## config.mk

```make
export PLATFORM = sky130hd
export DESIGN_NAME = mvtr_mon_flat
export DESIGN_NICKNAME = d
export VERILOG_FILES = /design/src/rtl/mvtr_pkg.sv /design/src/rtl/mvtr_if.sv /design/src/rtl/mvtr_rep_mon.sv /design/src/rtl/mvtr_mon.sv /design/src/flat_wrapper.sv
export SDC_FILE = /design/constraint.sdc
export NUM_CORES = 1
export LEC_CHECK = 0
export CORE_MARGIN = 2
export CORE_UTILIZATION = 30
export CTS_CLUSTER_SIZE = 30
export DETAILED_ROUTE_END_ITERATION = 8
export PLACE_DENSITY = 0.6
export SYNTH_ARGS = -nofsm -noshare
export SYNTH_HDL_FRONTEND = slang
export SYNTH_SLANG_ARGS = --single-unit
```

## constraint.sdc

```tcl
create_clock -name clk_i -period 4.45 [get_ports clk_i]
set_input_delay 0.6675 -clock clk_i [delete_from_list [all_inputs] [get_ports clk_i]]
set_output_delay 0.6675 -clock clk_i [all_outputs]
set_load 0.02 [all_outputs]
```

## src/rtl/mvtr_pkg.sv

```systemverilog
// Shared types and helpers for the replica vote monitor.
// Bit counting, run-length sizing and the masked-majority tie rule.
package mvtr_pkg;

  localparam int MAX_M = 8;

  function automatic int runlen_w(input int persist);
    return $clog2(persist + 1);
  endfunction

  function automatic logic [3:0] popcnt(
    input logic [MAX_M-1:0] v
  );
    logic [3:0] c;
    c = '0;
    for (int i = 0; i < MAX_M; i++)
      c = c + {3'b000, v[i]};
    return c;
  endfunction

  // Ties resolve to the lowest-indexed active replica.
  function automatic logic maj_bit(
    input logic [MAX_M-1:0] b,
    input logic [MAX_M-1:0] act
  );
    logic [4:0] a2;
    logic [4:0] k2;
    logic       tie;
    logic       found;
    a2    = {1'b0, popcnt(act)};
    k2    = {popcnt(b & act), 1'b0};
    tie   = 1'b0;
    found = 1'b0;
    for (int i = 0; i < MAX_M; i++) begin
      if (act[i] && !found) begin
        tie   = b[i];
        found = 1'b1;
      end
    end
    if (k2 > a2)
      return 1'b1;
    else if (k2 < a2)
      return 1'b0;
    else
      return tie;
  endfunction

endpackage

```

## src/rtl/mvtr_if.sv

```systemverilog
// Sample/result bundle between the voter and its environment.
// slave is the monitor side, master the driver side.
interface mvtr_if #(
  parameter int M     = 3,
  parameter int N     = 4,
  parameter int CNT_W = 8
);
  logic             vld_i;
  logic [M*N-1:0]   vtr_i;
  logic             mask_en_i;
  logic             clr_i;
  logic             vld_o;
  logic [N-1:0]     vtr_o;
  logic             warn_o;
  logic [M-1:0]     fault_o;
  logic [M*CNT_W-1:0] err_cnt_o;

  modport slave (
    input  vld_i, vtr_i, mask_en_i, clr_i,
    output vld_o, vtr_o, warn_o, fault_o,
    output err_cnt_o
  );

  modport master (
    output vld_i, vtr_i, mask_en_i, clr_i,
    input  vld_o, vtr_o, warn_o, fault_o,
    input  err_cnt_o
  );
endinterface

```

## src/rtl/mvtr_rep_mon.sv

```systemverilog
// One replica's health tracker: saturating mismatch count,
// consecutive-mismatch run length and sticky fault flag.
module mvtr_rep_mon
  import mvtr_pkg::*;
#(
  parameter int CNT_W   = 8,
  parameter int PERSIST = 4
) (
  input  logic             clk_i,
  input  logic             rstn_i,
  input  logic             vld_i,
  input  logic             mism_i,
  input  logic             clr_i,
  output logic [CNT_W-1:0] cnt_o,
  output logic             fault_o
);

  localparam int RW = runlen_w(PERSIST);
  localparam logic [RW-1:0] PMAX = RW'(PERSIST);

  logic [CNT_W-1:0] cnt_q, cnt_d;
  logic [RW-1:0]    run_q, run_d;
  logic             fault_q, fault_d;

  always_comb begin
    cnt_d   = cnt_q;
    run_d   = run_q;
    fault_d = fault_q;
    if (vld_i) begin
      if (mism_i) begin
        if (!(&cnt_q))
          cnt_d = cnt_q + CNT_W'(1);
        if (run_q != PMAX)
          run_d = run_q + RW'(1);
        if (run_d == PMAX)
          fault_d = 1'b1;
      end else begin
        run_d = '0;
      end
    end
    if (clr_i) begin
      cnt_d   = '0;
      run_d   = '0;
      fault_d = 1'b0;
    end
  end

  always_ff @(posedge clk_i or negedge rstn_i) begin
    if (!rstn_i) begin
      cnt_q   <= '0;
      run_q   <= '0;
      fault_q <= 1'b0;
    end else begin
      cnt_q   <= cnt_d;
      run_q   <= run_d;
      fault_q <= fault_d;
    end
  end

  assign cnt_o   = cnt_q;
  assign fault_o = fault_q;

endmodule

```

## src/rtl/mvtr_mon.sv

```systemverilog
// M-way bitwise majority voter with per-replica fault tracking.
// Result, counters and fault flags all land one cycle after the sample.
module mvtr_mon
  import mvtr_pkg::*;
#(
  parameter int M       = 3,
  parameter int N       = 4,
  parameter int CNT_W   = 8,
  parameter int PERSIST = 4
) (
  input logic  clk_i,
  input logic  rstn_i,
  mvtr_if.slave bus
);

  logic [M-1:0]       fault;
  logic [MAX_M-1:0]   act;
  logic [MAX_M-1:0]   bits;
  logic [N-1:0]       voted;
  logic [M-1:0]       mism;
  logic [M*CNT_W-1:0] cnt_w;

  logic               vld_q;
  logic [N-1:0]       vtr_q, vtr_d;
  logic               warn_q, warn_d;

  // An all-faulty mask would leave nothing to vote on; fall back to all.
  always_comb begin
    act = '0;
    act[M-1:0] = bus.mask_en_i ? ~fault : {M{1'b1}};
    if (act[M-1:0] == '0)
      act[M-1:0] = {M{1'b1}};
    voted = '0;
    bits  = '0;
    for (int j = 0; j < N; j++) begin
      bits = '0;
      for (int h = 0; h < M; h++)
        bits[h] = bus.vtr_i[h*N+j];
      voted[j] = maj_bit(bits, act);
    end
  end

  always_comb begin
    mism = '0;
    for (int h = 0; h < M; h++)
      mism[h] = (bus.vtr_i[h*N +: N] != voted);
  end

  always_comb begin
    vtr_d  = bus.vld_i ? voted : vtr_q;
    warn_d = bus.vld_i & (|mism);
  end

  always_ff @(posedge clk_i or negedge rstn_i) begin
    if (!rstn_i) begin
      vld_q  <= 1'b0;
      vtr_q  <= '0;
      warn_q <= 1'b0;
    end else begin
      vld_q  <= bus.vld_i;
      vtr_q  <= vtr_d;
      warn_q <= warn_d;
    end
  end

  for (genvar h = 0; h < M; h++) begin : g_rep
    mvtr_rep_mon #(
      .CNT_W   (CNT_W),
      .PERSIST (PERSIST)
    ) u_rep (
      .clk_i   (clk_i),
      .rstn_i  (rstn_i),
      .vld_i   (bus.vld_i),
      .mism_i  (mism[h]),
      .clr_i   (bus.clr_i),
      .cnt_o   (cnt_w[h*CNT_W +: CNT_W]),
      .fault_o (fault[h])
    );
  end

  assign bus.vld_o     = vld_q;
  assign bus.vtr_o     = vtr_q;
  assign bus.warn_o    = warn_q;
  assign bus.fault_o   = fault;
  assign bus.err_cnt_o = cnt_w;

endmodule
```

## src/flat_wrapper.sv

```systemverilog
// flat-port wrapper written by rule: the top's interface ports become plain ports
module mvtr_mon_flat import mvtr_pkg::*;
#(
  parameter int M       = 3,
  parameter int N       = 4,
  parameter int CNT_W   = 8,
  parameter int PERSIST = 4
)
  (clk_i, rstn_i, bus_vld_i, bus_vtr_i, bus_mask_en_i, bus_clr_i, bus_vld_o, bus_vtr_o, bus_warn_o, bus_fault_o, bus_err_cnt_o);
  mvtr_if #(.M(M), .N(N), .CNT_W(CNT_W)) bus_i ();
  input logic clk_i;
  input logic rstn_i;
  input wire logic [$bits(bus_i.vld_i)-1:0] bus_vld_i;
  input wire logic [$bits(bus_i.vtr_i)-1:0] bus_vtr_i;
  input wire logic [$bits(bus_i.mask_en_i)-1:0] bus_mask_en_i;
  input wire logic [$bits(bus_i.clr_i)-1:0] bus_clr_i;
  output wire logic [$bits(bus_i.vld_o)-1:0] bus_vld_o;
  output wire logic [$bits(bus_i.vtr_o)-1:0] bus_vtr_o;
  output wire logic [$bits(bus_i.warn_o)-1:0] bus_warn_o;
  output wire logic [$bits(bus_i.fault_o)-1:0] bus_fault_o;
  output wire logic [$bits(bus_i.err_cnt_o)-1:0] bus_err_cnt_o;
  assign bus_i.vld_i = bus_vld_i;
  assign bus_i.vtr_i = bus_vtr_i;
  assign bus_i.mask_en_i = bus_mask_en_i;
  assign bus_i.clr_i = bus_clr_i;
  assign bus_vld_o = bus_i.vld_o;
  assign bus_vtr_o = bus_i.vtr_o;
  assign bus_warn_o = bus_i.warn_o;
  assign bus_fault_o = bus_i.fault_o;
  assign bus_err_cnt_o = bus_i.err_cnt_o;
  mvtr_mon #(.M(M), .N(N), .CNT_W(CNT_W), .PERSIST(PERSIST)) u_core (.clk_i(clk_i), .rstn_i(rstn_i), .bus(bus_i));
endmodule
```

==> flow_metrics.tcl <==
set metrics [dict create \
    numCtsBuffers 5 \
    die-area_sq_mm 0.01229 \
    slew_headroom 0.3663 \
    drv_cap 0 \
    setup-tns-final_ns 0 \
    ys_types 57 \
    layout_min_cycle_time_ns 4.223 \
    coreArea_sq_mm 0.01127 \
    synthesis.nets 458 \
    drive_gt1_frac 0.09409 \
    cp_max_fo 16 \
    synthArstFlopShare 1.000 \
    rsz0062_at_grt "true" \
    ys_seq_area_frac 0.3068 \
    syn_area_per_cell_sq_um 8.501 \
    cp-start-kind "primary input" \
    powerDensity_mw_per_mm2 234.9 \
    end_kind "flop" \
    finalNetCount 511 \
    synthCells 403 \
    wl_microns 8180 \
    max_stage_delay_ns 0.56 \
    slew_viol_final 0 \
    p_leak_nw 1.888 \
    path_class "primary input to flop" \
    min-delay-start "u_core.bus.vtr_o[2]" \
    finClkSkew_ns 0.004961 \
    max_freq_ghz 0.2368 \
    cts_buffer_depth 2 \
    worstReg2RegStart "u_core.g_rep[0].u_rep.fault_o" \
    diodes 0 \
    final_common_cell "clkdlybuf4s50_1" \
    ys_ff_latch 42 \
    ff2ff_setup_slack_ns 0.59 \
    firstDrtPassIters 4 \
    final_cell_mix "clkdlybuf4s50_1, dfrtp_1, inv_1, nand2_1, ha_1" \
    globalplace.congestion 0.8743 \
    finalSetupViolCount 0 \
    clk_latency_ns 0.28 \
    cts_resized 0 \
    synthesis.area_sq_mm 0.003426 \
    period_share 0.9490 \
    grt_max_degree 44 \
    critical_path.slowest_cell "clkdlybuf4s50_1" \
    initial_core_util 0.3039 \
    status "finished clean" \
    setup_slack_ns 0.2271 \
    fillers 1129 \
    grt_pass1_wl_microns 13990 \
    ios 50 \
    path_buf_inv 3 \
    final_core_util 0.3790 \
    dp_slack_ns -0.06870 \
    place_hpwl_microns 6107 \
    vias 3040 \
    r2r_end "u_core.g_rep[2].u_rep.cnt_o[4]" \
    grt_pass1_vias 2946 \
    syn_to_final_growth_pct 24.69 \
    holdPathEnd "u_core.bus.vtr_o[2]" \
    cts_tree "built" \
    grt_overflow 0 \
    path_cells "clkdlybuf4s50_1, nand2_2, or2_2, and2_1, fa_1, ha_1, nand4b_1, a2111oi_4, buf_4, o21ai_0, o31ai_1, nor4b_4, buf_12, nor3_1, mux2_2" \
    clkTransAtPathRegs_ns 0.06 \
    cts_root_buf "clkbuf_16" \
    reg2reg_depth 14 \
    synth_edf_count 0 \
    antenna_found_initial 0 \
    viasPerCell 5.067 \
    final-hold-violation-count 0 \
    hp-class "flop to flop" \
    arrival_ns 4.39 \
    rows 39 \
    grt_usage 0.1355 \
    worst_pin_slew_ns 0.9506 \
    remaining_drc_errors 0 \
    vdd_ir_drop_max_uv 194.5 \
    die_h_microns 110.9 \
    whs_path_depth 2 \
    critPathTopFamily "simple AND/OR/NAND/NOR gates" \
    die_x_microns 110.9 \
    startpoint "bus_mask_en_i" \
    port-buffer-count 49 \
    yosysWarningCount 0 \
    synthFlopType "dfrtp_1" \
    ctsHoldBuffers 0 \
    post_cts_buffers 0 \
    ant_nets 0 \
    cts.sinks 42 \
    cts_max_level 2 \
    cp.required_ns 4.62 \
    drtIter0Drc 137 \
    routedWlPerCell_microns 13.63 \
]
flip-flops by register name (all words and copies together) (netlist names):
register,flops
u_core.g_rep.u_rep.cnt_o,24
u_core.g_rep.u_rep.run_q,9
u_core.bus.vtr_o,4
u_core.g_rep.u_rep.fault_o,3
u_core.bus.warn_o,1
u_core.bus.vld_o,1
cells by family (layout without fill, tap and decap cells):
| family | after synthesis | after routing | synth area share |
|---|---|---|---|
| muxes | 12 | 12 | 0.03798 |
| DFF | 42 | 42 | 0.3068 |
| adders and majority gates | 38 | 38 | 0.1497 |
| xor gates and xnor gates | 5 | 5 | 0.01278 |
| AOI/OAI and AO/OA | 91 | 91 | 0.1735 |
| buffers and inverters | 51 | 105 | 0.06428 |
| and+or+nand+nor | 164 | 164 | 0.2549 |
worst min-delay path, cell delays in order (launching register included):
cell     delay, ns
dfrtp_1       0.35
nand2_1       0.05
o21ai_0       0.07
per-layer routing:
layer | track usage | share of wire | up-vias
li1 | - | - | 1524
met1 | 0.1820 | 0.47 | 1432
met2 | 0.2249 | 0.46 | 76
met3 | 0.03171 | 0.062 | 8
met4 | 0.02583 | 0.0078 | 0
met5 | 0 | 0 | -
how the worst max path moves through the flow:
stage / end / slack (ns) / cells after the start
5_1_grt: u_core.g_rep[1].u_rep.cnt_o[7] / -0.0008 / 15
4_1_cts: u_core.g_rep[2].u_rep.cnt_o[4] / 0.21 / 15
2_1_floorplan: u_core.g_rep[0].u_rep.cnt_o[0] / 0.70 / 14
3_3_place_gp: u_core.g_rep[2].u_rep.cnt_o[4] / 0.01 / 15
6_report: u_core.g_rep[2].u_rep.cnt_o[4] / 0.23 / 15
3_5_place_dp: u_core.g_rep[2].u_rep.cnt_o[6] / -0.07 / 15
power by group:
part | leakage, nW | internal (mW) | total (mW) | switching [mW]
combinational | 1.25 | 0.0966 | 0.218 | 0.121
clock | 0.0739 | 0.223 | 0.369 | 0.146
sequential | 0.563 | 0.399 | 0.416 | 0.0176
total | 1.89 | 0.718 | 1.00 | 0.285
synthesized netlist by cell type, types with 6 or more instances:
| cell | instances | area share |
|---|---|---|
| nand2_1 | 34 | 0.037 |
| nor3_1 | 6 | 0.0088 |
| nor2b_1 | 13 | 0.024 |
| ha_1 | 33 | 0.12 |
| inv_1 | 34 | 0.037 |
| or3_1 | 11 | 0.020 |
| clkbuf_1 | 7 | 0.0077 |
| and2_1 | 8 | 0.015 |
| nand4_1 | 12 | 0.022 |
| mux2_2 | 6 | 0.020 |
| a21oi_1 | 30 | 0.044 |
| a211oi_1 | 6 | 0.013 |
| nor2_1 | 32 | 0.035 |
| nand3_1 | 20 | 0.029 |
| o21ai_0 | 18 | 0.026 |
| dfrtp_1 | 42 | 0.31 |
| a21o_1 | 7 | 0.015 |
cell type report:
type | instances | area [sq um] | area share
tap | 143 | 178.9 | 0.04189
multi-input combinational | 310 | 2167 | 0.5073
clock buffer | 7 | 142.6 | 0.03339
timing repair buffer | 62 | 595.6 | 0.1394
inverter | 35 | 131.4 | 0.03076
sequential | 42 | 1051 | 0.2460
clock inverter | 1 | 5.005 | 0.001172
through the flow:
stage	total power [mW]	area, sq um	hold WS (ns)	instances
finish	1.003	4272	0.5069	600
global route	1.060	4272	0.5473	600
detailed placement	0.6419	4111	0.5111	592
global placement	0.6371	4111	0.4962	592
floorplan	0.5543	3426	0.3719	403
CTS	1.014	4259	0.5249	600
(Power assumes the default switching activity.)
==> variant: new RTL, same settings <==
Change the package constant `MAX_M` from 8 to 9.
--- a/src/rtl/mvtr_pkg.sv
+++ b/src/rtl/mvtr_pkg.sv
@@ -3,5 +3,5 @@
 package mvtr_pkg;
 
-  localparam int MAX_M = 8;
+  localparam int MAX_M = 9;
 
   function automatic int runlen_w(input int persist);
Formal check against the unedited RTL: equivalent (Yosys induction, for registers that start in step).
==> variant against the unedited design <==
  * Register-to-register slack worse by 50 ps
  * Fmax shrank 0.28%
  * Via count rose by 1.7%
  * Setup slack worse by 12 ps
  * Total power grew 6.3%
  * Non-clock buffer count grew 15
  * Sequential cell count unchanged
  * Area after synthesis grew 0.37%
  * Synthesized cell count fell by 1.2%
  * Routed wire length up 4.4%
  * Sequential power barely moved
  * Global-route usage up 0.33 points
  * Clock skew decreased by 1.9 ps
  * Design area increased by 3.1%
  * Critical path type unchanged
  * Largest cell class unchanged
  * Highest routed layer unchanged
==> variant: results <==
[hold_path]
hold_class = "reg -> reg"

[pwr]
switchingPower_mw = 0.284
irDropWorstVdd_mv = 0.214
power.leakage_nw = 1.99

[logic_synthesis]
synth.distinct_cells = 56
synth.yosys.seq_area_share_pct = 30.6
synth_nets = 453
netlist_top_cells_count = "dfrtp_1, ha_1, inv_1, nor2_1, a21oi_1"
synthTopCellsByArea = "dfrtp_1, ha_1, a21oi_1"

[clock_tree]
cts_max_level = 2
path_clk_slew_ps = 60

[route]
wire_per_inst_um = 14.1
vias_per_cell = 5.09
drtIter0Drc = 123

[critical_path]
cp_top_family = "simple AND/OR/NAND/NOR gates"
cp_max_fo = 4
cpPeakStageDelay_ps = 580
slowest_stage = "or4_4"

[timing]
fin_worst_skew_ps = 3.07
slew_headroom_pct = 34.9

[placement]
place.gp.congestion = 0.847
post-place-ws_ps = -110
hpwl_um = 6460
placed_area_um2 = 4230

[run_status]
status = "finished, final reports clean"

[layout]
drive_gt1_share_pct = 13.1

[global_route]
grt_pass1_wl_um = 14500
grt_max_degree = 55
first_global_vias = 3095
## variant: stage by stage
stage / std cells / hold WS [ps]
floorplan: 398 / 372
global placement: 600 / 524
detailed placement: 600 / 536
CTS: 607 / 546
global route: 607 / 573
finish: 607 / 536
## variant: logic make-up (layout without fill, tap and decap cells)
| group | count (synthesis) | count (layout) | share of synthesized area [%] |
|---|---|---|---|
| muxes | 17 | 17 | 5.53 |
| AOI/OAI and AO/OA | 82 | 82 | 15.5 |
| DFF | 42 | 42 | 30.6 |
| buffers and inverters | 50 | 116 | 6.00 |
| and+or+nand+nor | 161 | 161 | 25.4 |
| adders and majority gates | 38 | 38 | 14.9 |
| xor gates and xnor gates | 8 | 8 | 2.04 |
## variant: path summary, 6_finish.rpt
path	slack, ps	start	to	cells past startpoint
hold / removal	540	u_core.bus.vtr_o[2]$_DFFE_PN0P_	u_core.bus.vtr_o[2]$_DFFE_PN0P_	2
hold reg to reg	540	u_core.bus.vtr_o[2]$_DFFE_PN0P_	u_core.bus.vtr_o[2]$_DFFE_PN0P_	2
setup / recovery	220	bus_mask_en_i	u_core.g_rep[1].u_rep.cnt_o[3]$_DFFE_PN0P_	13
max in group asynchronous	3300	rstn_i	u_core.bus.vtr_o[2]$_DFFE_PN0P_	1
min in group asynchronous	550	rstn_i	u_core.g_rep[1].u_rep.cnt_o[2]$_DFFE_PN0P_	1
setup reg to reg	540	u_core.g_rep[0].u_rep.fault_o$_DFFE_PN0P_	u_core.g_rep[1].u_rep.cnt_o[3]$_DFFE_PN0P_	12
## variant: routing by layer
layer | up-vias | GRT usage, % | wire [µm]
li1 | 1534 | - | -
met1 | 1476 | 19.0 | 4040
met5 | - | 0 | 0
met2 | 77 | 23.6 | 4080
met3 | 5 | 1.97 | 373
met4 | 0 | 2.63 | 45
## variant: layout make-up
| cell class | instances | area [µm²] |
|---|---|---|
| clock inverters | 1 | 30.0 |
| repair buffers | 77 | 696 |
| flip-flops and latches | 42 | 1050 |
| clock buffers | 6 | 139 |
| inverters | 32 | 120 |
| fillers | 1172 | 6920 |
| well taps | 143 | 179 |
| multi-input cells | 306 | 2190 |
## variant: worst register-to-register path: cells and delay by family (launching register included)
kind            cells  cell delay, ps
flops               1             460
xor+xnor            1             170
fa+ha+maj           2             760
compound gates      1              80
mux                 1             320
simple gates        7            2000
## variant: power groups by stage
stage / Clock (mW) / Sequential, mW / Combinational, mW
CTS: 0.431 / 0.417 / 0.231
global placement: 0 / 0.423 / 0.223
detailed placement: 0 / 0.423 / 0.230
global route: 0.445 / 0.419 / 0.257
floorplan: 0 / 0.433 / 0.121
finish: 0.420 / 0.416 / 0.230
